`config.mk`:
```
export PLATFORM = sky130hd
export DESIGN_NAME = frame_phase_scheduler_flat
export DESIGN_NICKNAME = d
export VERILOG_FILES = /design/src/rtl/frame_phase_scheduler_if.sv /design/src/rtl/frame_phase_scheduler.sv /design/src/flat_wrapper.sv
export SDC_FILE = /design/constraint.sdc
export NUM_CORES = 1
export LEC_CHECK = 0
export CORE_UTILIZATION = 41
export DETAILED_ROUTE_END_ITERATION = 8
export PLACE_DENSITY = 0.65
export SYNTH_ARGS = -nofsm -noshare
export SYNTH_HDL_FRONTEND = slang
export SYNTH_SLANG_ARGS = --single-unit
```
`constraint.sdc`:
```
create_clock -name i_clk -period 4.6 [get_ports i_clk]
set_clock_uncertainty 0.1 [all_clocks]
set_input_delay 1.38 -clock i_clk [delete_from_list [all_inputs] [get_ports i_clk]]
set_output_delay 1.38 -clock i_clk [all_outputs]
set_load 0.1 [all_outputs]
```
`src/rtl/frame_phase_scheduler_if.sv`:
```
// rtl/frame_phase_scheduler_if.sv - frame tick, phase handshake and status bundle for frame_phase_scheduler
interface frame_phase_scheduler_if #(
  parameter int N_PHASES = 4,
  parameter int PH_W     = 2,
  parameter int FCNT_W   = 16
);
  logic                frame_tick;
  logic                pause;
  logic                clr_err;
  logic [N_PHASES-1:0] phase_done;
  logic [N_PHASES-1:0] phase_start;
  logic [N_PHASES-1:0] phase_active;
  logic [PH_W-1:0]     cur_phase;
  logic                busy;
  logic [FCNT_W-1:0]   frame_count;
  logic                overrun;
  logic                timeout_err;

  // Driver side: frame-tick generator plus the game-logic phase blocks.
  modport master (
    output frame_tick, pause, clr_err, phase_done,
    input  phase_start, phase_active, cur_phase, busy, frame_count, overrun, timeout_err
  );

  // Scheduler side.
  modport slave (
    input  frame_tick, pause, clr_err, phase_done,
    output phase_start, phase_active, cur_phase, busy, frame_count, overrun, timeout_err
  );
endinterface

```
`src/rtl/frame_phase_scheduler.sv`:
```
// rtl/frame_phase_scheduler.sv - sequences per-frame update phases with overrun and watchdog flags
module frame_phase_scheduler #(
  parameter int              N_PHASES   = 4,
  parameter int              PH_W       = 2,
  parameter int              WDOG_W     = 16,
  parameter logic [WDOG_W-1:0] WDOG_LIMIT = {WDOG_W{1'b1}},
  parameter int              FCNT_W     = 16
) (
  input  logic                     i_clk,
  input  logic                     i_rst_n,
  frame_phase_scheduler_if.slave   bus
);

  typedef enum logic [1:0] {
    S_IDLE  = 2'd0,
    S_START = 2'd1,
    S_WAIT  = 2'd2,
    S_DONE  = 2'd3
  } state_t;

  localparam logic [PH_W-1:0]     LAST_IDX = PH_W'(N_PHASES - 1);
  localparam logic [N_PHASES-1:0] ONE_HOT0 = {{(N_PHASES-1){1'b0}}, 1'b1};

  state_t              r_state;
  logic [PH_W-1:0]     r_idx;
  logic [WDOG_W-1:0]   r_wdog;
  logic [FCNT_W-1:0]   r_fcnt;
  logic                r_overrun;
  logic                r_timeout;

  state_t              w_state_nxt;
  logic [PH_W-1:0]     w_idx_nxt;
  logic [WDOG_W-1:0]   w_wdog_nxt;
  logic [FCNT_W-1:0]   w_fcnt_nxt;
  logic                w_advance;
  logic                w_to_set;
  logic                w_ovr_set;
  logic [N_PHASES-1:0] w_onehot;

  // State and datapath registers; reset abandons any frame in flight.
  always_ff @(posedge i_clk or negedge i_rst_n) begin
    if (!i_rst_n) begin
      r_state   <= S_IDLE;
      r_idx     <= '0;
      r_wdog    <= '0;
      r_fcnt    <= '0;
      r_overrun <= 1'b0;
      r_timeout <= 1'b0;
    end else begin
      r_state   <= w_state_nxt;
      r_idx     <= w_idx_nxt;
      r_wdog    <= w_wdog_nxt;
      r_fcnt    <= w_fcnt_nxt;
      // Setting a flag takes priority over a simultaneous clear.
      r_overrun <= w_ovr_set | (r_overrun & ~bus.clr_err);
      r_timeout <= w_to_set  | (r_timeout & ~bus.clr_err);
    end
  end

  // Next-state logic: tick starts a frame, each phase is START then WAIT, DONE bumps the count.
  always_comb begin
    w_state_nxt = r_state;
    w_idx_nxt   = r_idx;
    w_wdog_nxt  = r_wdog;
    w_fcnt_nxt  = r_fcnt;
    w_advance   = 1'b0;
    w_to_set    = 1'b0;
    w_ovr_set   = bus.frame_tick && (r_state != S_IDLE);
    case (r_state)
      S_IDLE: begin
        if (bus.frame_tick && !bus.pause) begin
          w_state_nxt = S_START;
          w_idx_nxt   = '0;
        end
      end
      S_START: begin
        w_wdog_nxt  = '0;
        w_state_nxt = S_WAIT;
      end
      S_WAIT: begin
        w_wdog_nxt = r_wdog + 1'b1;
        // Only the current phase's done bit counts; a hung phase is skipped as if done.
        if (bus.phase_done[r_idx]) begin
          w_advance = 1'b1;
        end else if (r_wdog == WDOG_LIMIT) begin
          w_to_set  = 1'b1;
          w_advance = 1'b1;
        end
        if (w_advance) begin
          if (r_idx == LAST_IDX) begin
            w_state_nxt = S_DONE;
          end else begin
            w_idx_nxt   = r_idx + 1'b1;
            w_state_nxt = S_START;
          end
        end
      end
      S_DONE: begin
        w_fcnt_nxt  = r_fcnt + 1'b1;
        w_idx_nxt   = '0;
        w_state_nxt = S_IDLE;
      end
      default: begin
        w_state_nxt = S_IDLE;
        w_idx_nxt   = '0;
      end
    endcase
  end

  assign w_onehot = ONE_HOT0 << r_idx;

  // Outputs decode from registers only, so no input reaches an output combinationally.
  assign bus.phase_start  = (r_state == S_START) ? w_onehot : '0;
  assign bus.phase_active = (r_state == S_START || r_state == S_WAIT) ? w_onehot : '0;
  assign bus.cur_phase    = r_idx;
  assign bus.busy         = (r_state != S_IDLE);
  assign bus.frame_count  = r_fcnt;
  assign bus.overrun      = r_overrun;
  assign bus.timeout_err  = r_timeout;

endmodule

```
`src/flat_wrapper.sv`:
```
// flat-port wrapper written by rule: the top's interface ports become plain ports
module frame_phase_scheduler_flat 
#(
  parameter int              N_PHASES   = 4,
  parameter int              PH_W       = 2,
  parameter int              WDOG_W     = 16,
  parameter logic [WDOG_W-1:0] WDOG_LIMIT = {WDOG_W{1'b1}},
  parameter int              FCNT_W     = 16
)
  (i_clk, i_rst_n, bus_frame_tick, bus_pause, bus_clr_err, bus_phase_done, bus_phase_start, bus_phase_active, bus_cur_phase, bus_busy, bus_frame_count, bus_overrun, bus_timeout_err);
  frame_phase_scheduler_if #(.N_PHASES(N_PHASES), .PH_W(PH_W), .FCNT_W(FCNT_W)) bus_i ();
  input  logic i_clk;
  input  logic i_rst_n;
  input wire logic [$bits(bus_i.frame_tick)-1:0] bus_frame_tick;
  input wire logic [$bits(bus_i.pause)-1:0] bus_pause;
  input wire logic [$bits(bus_i.clr_err)-1:0] bus_clr_err;
  input wire logic [$bits(bus_i.phase_done)-1:0] bus_phase_done;
  output wire logic [$bits(bus_i.phase_start)-1:0] bus_phase_start;
  output wire logic [$bits(bus_i.phase_active)-1:0] bus_phase_active;
  output wire logic [$bits(bus_i.cur_phase)-1:0] bus_cur_phase;
  output wire logic [$bits(bus_i.busy)-1:0] bus_busy;
  output wire logic [$bits(bus_i.frame_count)-1:0] bus_frame_count;
  output wire logic [$bits(bus_i.overrun)-1:0] bus_overrun;
  output wire logic [$bits(bus_i.timeout_err)-1:0] bus_timeout_err;
  assign bus_i.frame_tick = bus_frame_tick;
  assign bus_i.pause = bus_pause;
  assign bus_i.clr_err = bus_clr_err;
  assign bus_i.phase_done = bus_phase_done;
  assign bus_phase_start = bus_i.phase_start;
  assign bus_phase_active = bus_i.phase_active;
  assign bus_cur_phase = bus_i.cur_phase;
  assign bus_busy = bus_i.busy;
  assign bus_frame_count = bus_i.frame_count;
  assign bus_overrun = bus_i.overrun;
  assign bus_timeout_err = bus_i.timeout_err;
  frame_phase_scheduler #(.N_PHASES(N_PHASES), .PH_W(PH_W), .WDOG_W(WDOG_W), .WDOG_LIMIT(WDOG_LIMIT), .FCNT_W(FCNT_W)) u_core (.i_clk(i_clk), .i_rst_n(i_rst_n), .bus(bus_i));
endmodule
```
# [Word-level counts from Yosys, hierarchy flattened]
# Cells that the tools add are included.
[totals] regBits=38 output_inout_bits=29 wordCells=52
[op_classes] addsub=3 magnitude_cmp=1 n_eq_ne=8 n_shift=1 n_mux=18 n_bitwise=5 n_reduce_logical=10
[op_table] operator="adder 16 x 1 -> 16 bit (second input constant)" count=2
[op_table] operator="one-hot mux 16 bit (2 select lines)" count=1
[op_table] operator="equality test 16 bit (second input constant)" count=1
[op_table] operator="two-way mux 2 bit" count=6
[op_table] operator="two-way mux 4 bit" count=2
[op_table] operator="one-hot mux 2 bit (4 select lines)" count=1
[op_table] operator="equality test 2 bit (second input constant)" count=3
[op_table] operator="two-way mux 1 bit" count=6
[op_table] operator="one-hot mux 2 bit (3 select lines)" count=1
[op_table] operator="!= test 2 bit (second input constant)" count=2
[op_table] operator="AND reduction 4 bit" count=1
[op_table] operator="nonzero test 2 bit" count=2
[op_table] operator="left shift 1 x 2 -> 4 bit (first input constant)" count=1
[op_table] operator="< comparator 2 x 3 -> 1 bit (second input constant)" count=1
[op_table] operator="nonzero test 3 bit" count=1
[op_table] operator="adder 2 x 1 -> 2 bit (second input constant)" count=1
[op_table] operator="bitwise AND 1 bit" count=2
[op_table] operator="binary-select mux 1 bit (select 2 bit)" count=1
[op_table] operator="equality test 2 x 1 -> 1 bit (second input constant)" count=1
[op_table] operator="logical AND 1 bit" count=2
[op_table] operator="logical NOT 2 bit" count=1
[op_table] operator="!= test 2 x 1 -> 1 bit (second input constant)" count=1
[op_table] operator="OR 1 bit" count=2
[op_table] operator="AND reduction 2 bit" count=1
[op_table] operator="3 further kinds" count=3

# [Depth between registers and ports, before layout]
[depth] word_depth=6 mapped_depth=7

# [Worst setup path after synthesis]
# Ideal clock, no wire load.
[synth_timing] kind="register to output" from="register u_core.r_idx[0] (netlist: u_core.bus.cur_phase[0])" to="output port bus_phase_active[3]" arrival_time_ps=2126 required_time_ps=3120 slack_ps=994 path_stages_with_launch=3 path_buffers=0 path_cell_list="dfrtp_1 ha_1 and2_1"
[synth_via] elab_chain_len=2
[synth_lines] element="from (decl)" line="frame_phase_scheduler.sv:25" rtl="logic [PH_W-1:0] r_idx;"
[synth_lines] element="from (signal assigned)" line="frame_phase_scheduler.sv:51" rtl="r_idx <= w_idx_nxt;"
[synth_lines] element="left shift 1 x 2 -> 4 bit" line="frame_phase_scheduler.sv:110" rtl="assign w_onehot = ONE_HOT0 << r_idx;"
[synth_lines] element="two-way mux 4 bit" line="frame_phase_scheduler.sv:114" rtl="assign bus.phase_active = (r_state == S_START || r_state == S_WAIT) ? w_onehot : '0;"
[synth_lines] element="to (decl)" line="flat_wrapper.sv:19" rtl="output wire logic [$bits(bus_i.phase_active)-1:0] bus_phase_active;"
# No other way between the ends.

# [Worst setup path after layout]
[layout_timing] from="register u_core.r_idx[0] (netlist: u_core.bus.cur_phase[0])" to="output port bus_cur_phase[0]"
[layout_rtl] element="to (decl)" line="flat_wrapper.sv:20" rtl="output wire logic [$bits(bus_i.cur_phase)-1:0] bus_cur_phase;"
# No word-level cell between the ends.

==> impl_metrics.env <==
export IMPL_antenna_found_initial=0
export IMPL_synth_net_count=224
export IMPL_max_slew_margin=0.340
export IMPL_synth_seq_cells=38
export IMPL_clk_latency_ns=0.29
export IMPL_ios=38
export IMPL_die_w_um=72.4
export IMPL_drive_above_1_share=0.106
export IMPL_max_stage_delay_ns=1.18
export IMPL_totalWireLength_um=3950
export IMPL_slew_viol_final=0
export IMPL_fmax_mhz=292
export IMPL_finalCritPeriodShare=0.744
export IMPL_io_buffers=37
export IMPL_cpLargestDelayFamily="buffers and inverters"
export IMPL_gr_usage_met1=0.242
export IMPL_grt_pass1_vias=1487
export IMPL_min_period_ns=3.42
export IMPL_ctsResizeCount=0
export IMPL_cts_setup_buffers=0
export IMPL_avgSynthCellArea_um2=9.92
export IMPL_drt_iter0_drc=96
export IMPL_ir_worst_vdd_uv=587
export IMPL_ys_top_cells_by_area="dfrtp_1, xnor2_1, ha_1, nand3_1, and2_1"
export IMPL_setup_viol=0
export IMPL_cp_arrival_ns=1.94
export IMPL_final_area_um2=2520
export IMPL_num_vias=1569
export IMPL_gr_usage_all_layers=0.173
export IMPL_coreArea_um2=4750
export IMPL_area_growth_pct=24.1
export IMPL_synthCells=205
export IMPL_startpoint_type="flip-flop"
export IMPL_cp_num_buf_inv=1
export IMPL_slowest_stage="clkdlybuf4s50_1"
export IMPL_grt_max_degree=39
export IMPL_tns_ns=0
export IMPL_met3_usage=0.0500
export IMPL_cap_violations=0
export IMPL_hold_class="flip-flop to flip-flop"
export IMPL_setup_slack_ns=1.18
export IMPL_syn_area_um2=2030
export IMPL_hold_viol_final=0
export IMPL_busiest_layer="met2"
export IMPL_status="finished, final reports clean"
export IMPL_grt_pass1_wl_um=6980
export IMPL_synth_top_area_frac=0.468
export IMPL_fp_dieH_um=72.4
export IMPL_p_leak_nw=1.05
export IMPL_drtPass1Iterations=4
export IMPL_endpoint_kind="output pin"
export IMPL_synth_area_leader_cell="dfrtp_1"
export IMPL_clockBufferDepth=2
export IMPL_worstSetupPathType="flip-flop to output pin"
export IMPL_yosysSeqAreaShare=0.468
export IMPL_dpl_worst_slack_ns=1.48
export IMPL_p_per_area_nw_per_um2=590
export IMPL_start_util=0.428
export IMPL_cts_hold_buf=0
export IMPL_rows=25
export IMPL_die_area_um2=5240
export IMPL_numCtsBuffers=5
export IMPL_cts_sinks=38
export IMPL_gp_congestion=0.749
export IMPL_clk_pin_slew_worst_paths_ns=0.07
export IMPL_via_per_inst=5.03
export IMPL_hpwl_um=2790
export IMPL_cts_root_buf="clkbuf_8"
export IMPL_rsz0062_at_grt="no"
export IMPL_worstMarginPinSlew_ns=0.987
export IMPL_final_nets=264
export IMPL_diodes=0
export IMPL_cts_tree="done"
export IMPL_synth_distinct_cells=38
export IMPL_placed_area_um2=2440
export IMPL_ant_nets=0
export IMPL_wl_per_cell_um=12.7
export IMPL_yosys_warnings=0
export IMPL_grtUsageMet2=0.251
export IMPL_drc_errors=0
export IMPL_ctsHtreeMaxLevel=2
export IMPL_overflow=0
export IMPL_cp_max_fo=8
export IMPL_worstPathCellList="clkdlybuf4s50_1"
export IMPL_critPathRequiredTime_ns=3.12
-- worst register-to-register path, delay by kind of cell, from the launching register on --
| kind | cells | cell delay, ns |
|---|---|---|
| fa+ha+maj | 1 | 0.52 |
| compound gates | 1 | 0.15 |
| flops | 1 | 0.40 |
| simple gates | 3 | 1.08 |
| buf+inv | 1 | 0.10 |
-- path summary, 6_finish.rpt --
kind,start,endpoint,slack (ns),cells after the start
min reg2reg,u_core.bus.frame_count[15],u_core.bus.frame_count[15],0.38,1
min in group asynchronous,i_rst_n,u_core.r_wdog[13],1.09,1
min,u_core.bus.frame_count[15],u_core.bus.frame_count[15],0.38,1
max reg2reg,u_core.r_state[0],u_core.r_wdog[14],2.18,6
max,u_core.bus.cur_phase[0],bus_cur_phase[0],1.18,1
max in group asynchronous,i_rst_n,u_core.r_wdog[1],2.78,1
-- cell usage in the layout, fill, tap and decap left out, drive strengths merged, types with 2 or more instances in the layout --
master         instances
and2                  10
or4b                   2
a21oi                  5
or2                    2
or3                    4
a22o                   2
xor2                   4
dfrtp                 38
buf                   10
mux2                   3
nand2b                 2
nand4                  9
o22a                   2
nor2                  14
o211ai                 2
clkbuf                 5
nor3                   4
clkdlybuf4s50         27
ha                    10
inv                   14
nand3                 14
nand2                 13
o21ai                 11
xnor2                 19
nor4                   4
clkinv                 2
-- metrics by stage --
stage	power, W	util	instances	hold slack [ns]
detailed placement	0.00128	0.514	305	0.365
global route	0.00157	0.531	312	0.409
CTS	0.00150	0.531	312	0.379
global placement	0.00128	0.514	305	0.365
finish	0.00149	0.531	312	0.378
floorplan	0.00110	-	205	0.416
-- power breakdown --
group / internal, W / total (W) / switching, W
Clock: 0.000102 / 0.000216 / 0.000114
Combinational: 0.000203 / 0.000836 / 0.000633
Sequential: 0.000377 / 0.000436 / 0.0000592
Total: 0.000682 / 0.00149 / 0.000807
-- registers in the layout, summed over array words and instances (netlist names) --
name,cells
u_core.bus.frame_count,16
u_core.bus.overrun,1
u_core.bus.cur_phase,2
u_core.bus.timeout_err,1
u_core.r_state,2
u_core.r_wdog,16
-- per-layer routing --
layer | vias to the layer above | routed length, um
li1 | 792 | -
met3 | 2 | 130
met2 | 29 | 1830
met5 | - | 0
met1 | 746 | 1960
met4 | 0 | 27
-- logic make-up after synthesis --
kind of cell / Yosys count / share of synthesized area
AOI/OAI and AO/OA: 29 / 0.0929
xor gates and xnor gates: 23 / 0.0991
adders and majority gates: 10 / 0.0615
buffers and inverters: 18 / 0.0332
DFF: 38 / 0.468
muxes: 3 / 0.0166
and+or+nand+nor: 84 / 0.229
-- Yosys cell counts --
cell type   n
nand3_1    14
xnor2_1    19
and3_1      1
nor3_1      4
nor2_1     14
o2bb2ai_1   1
xor2_1      4
a22oi_1     1
nand4_1     7
clkbuf_1    4
nor2b_1     1
or4b_2      1
o21ai_0    11
nor4_1      4
nand3b_1    1
ha_1       10
a21oi_1     5
inv_1      14
or2_2       2
a221oi_1    1
nand4_2     2
o211ai_1    2
nor3b_1     1
and4_1      1
or4_4       1
o22a_1      2
a22o_1      2
a2111oi_0   1
dfrtp_1    38
a222oi_1    1
o22ai_1     1
o41ai_1     1
or4b_1      1
and2_1     10
mux2_2      3
or3_1       4
nand2_1    13
nand2b_1    2
-- area by class of cell --
type / count / area [um2]
clock buffers: 5 / 68.8
clock inverters: 2 / 10.0
fillers: 472 / 2230
inverters: 14 / 52.6
multi-input cells: 149 / 1010
flip-flops and latches: 38 / 951
well taps: 67 / 83.8
repair buffers: 37 / 343
(Power assumes the default switching activity.)
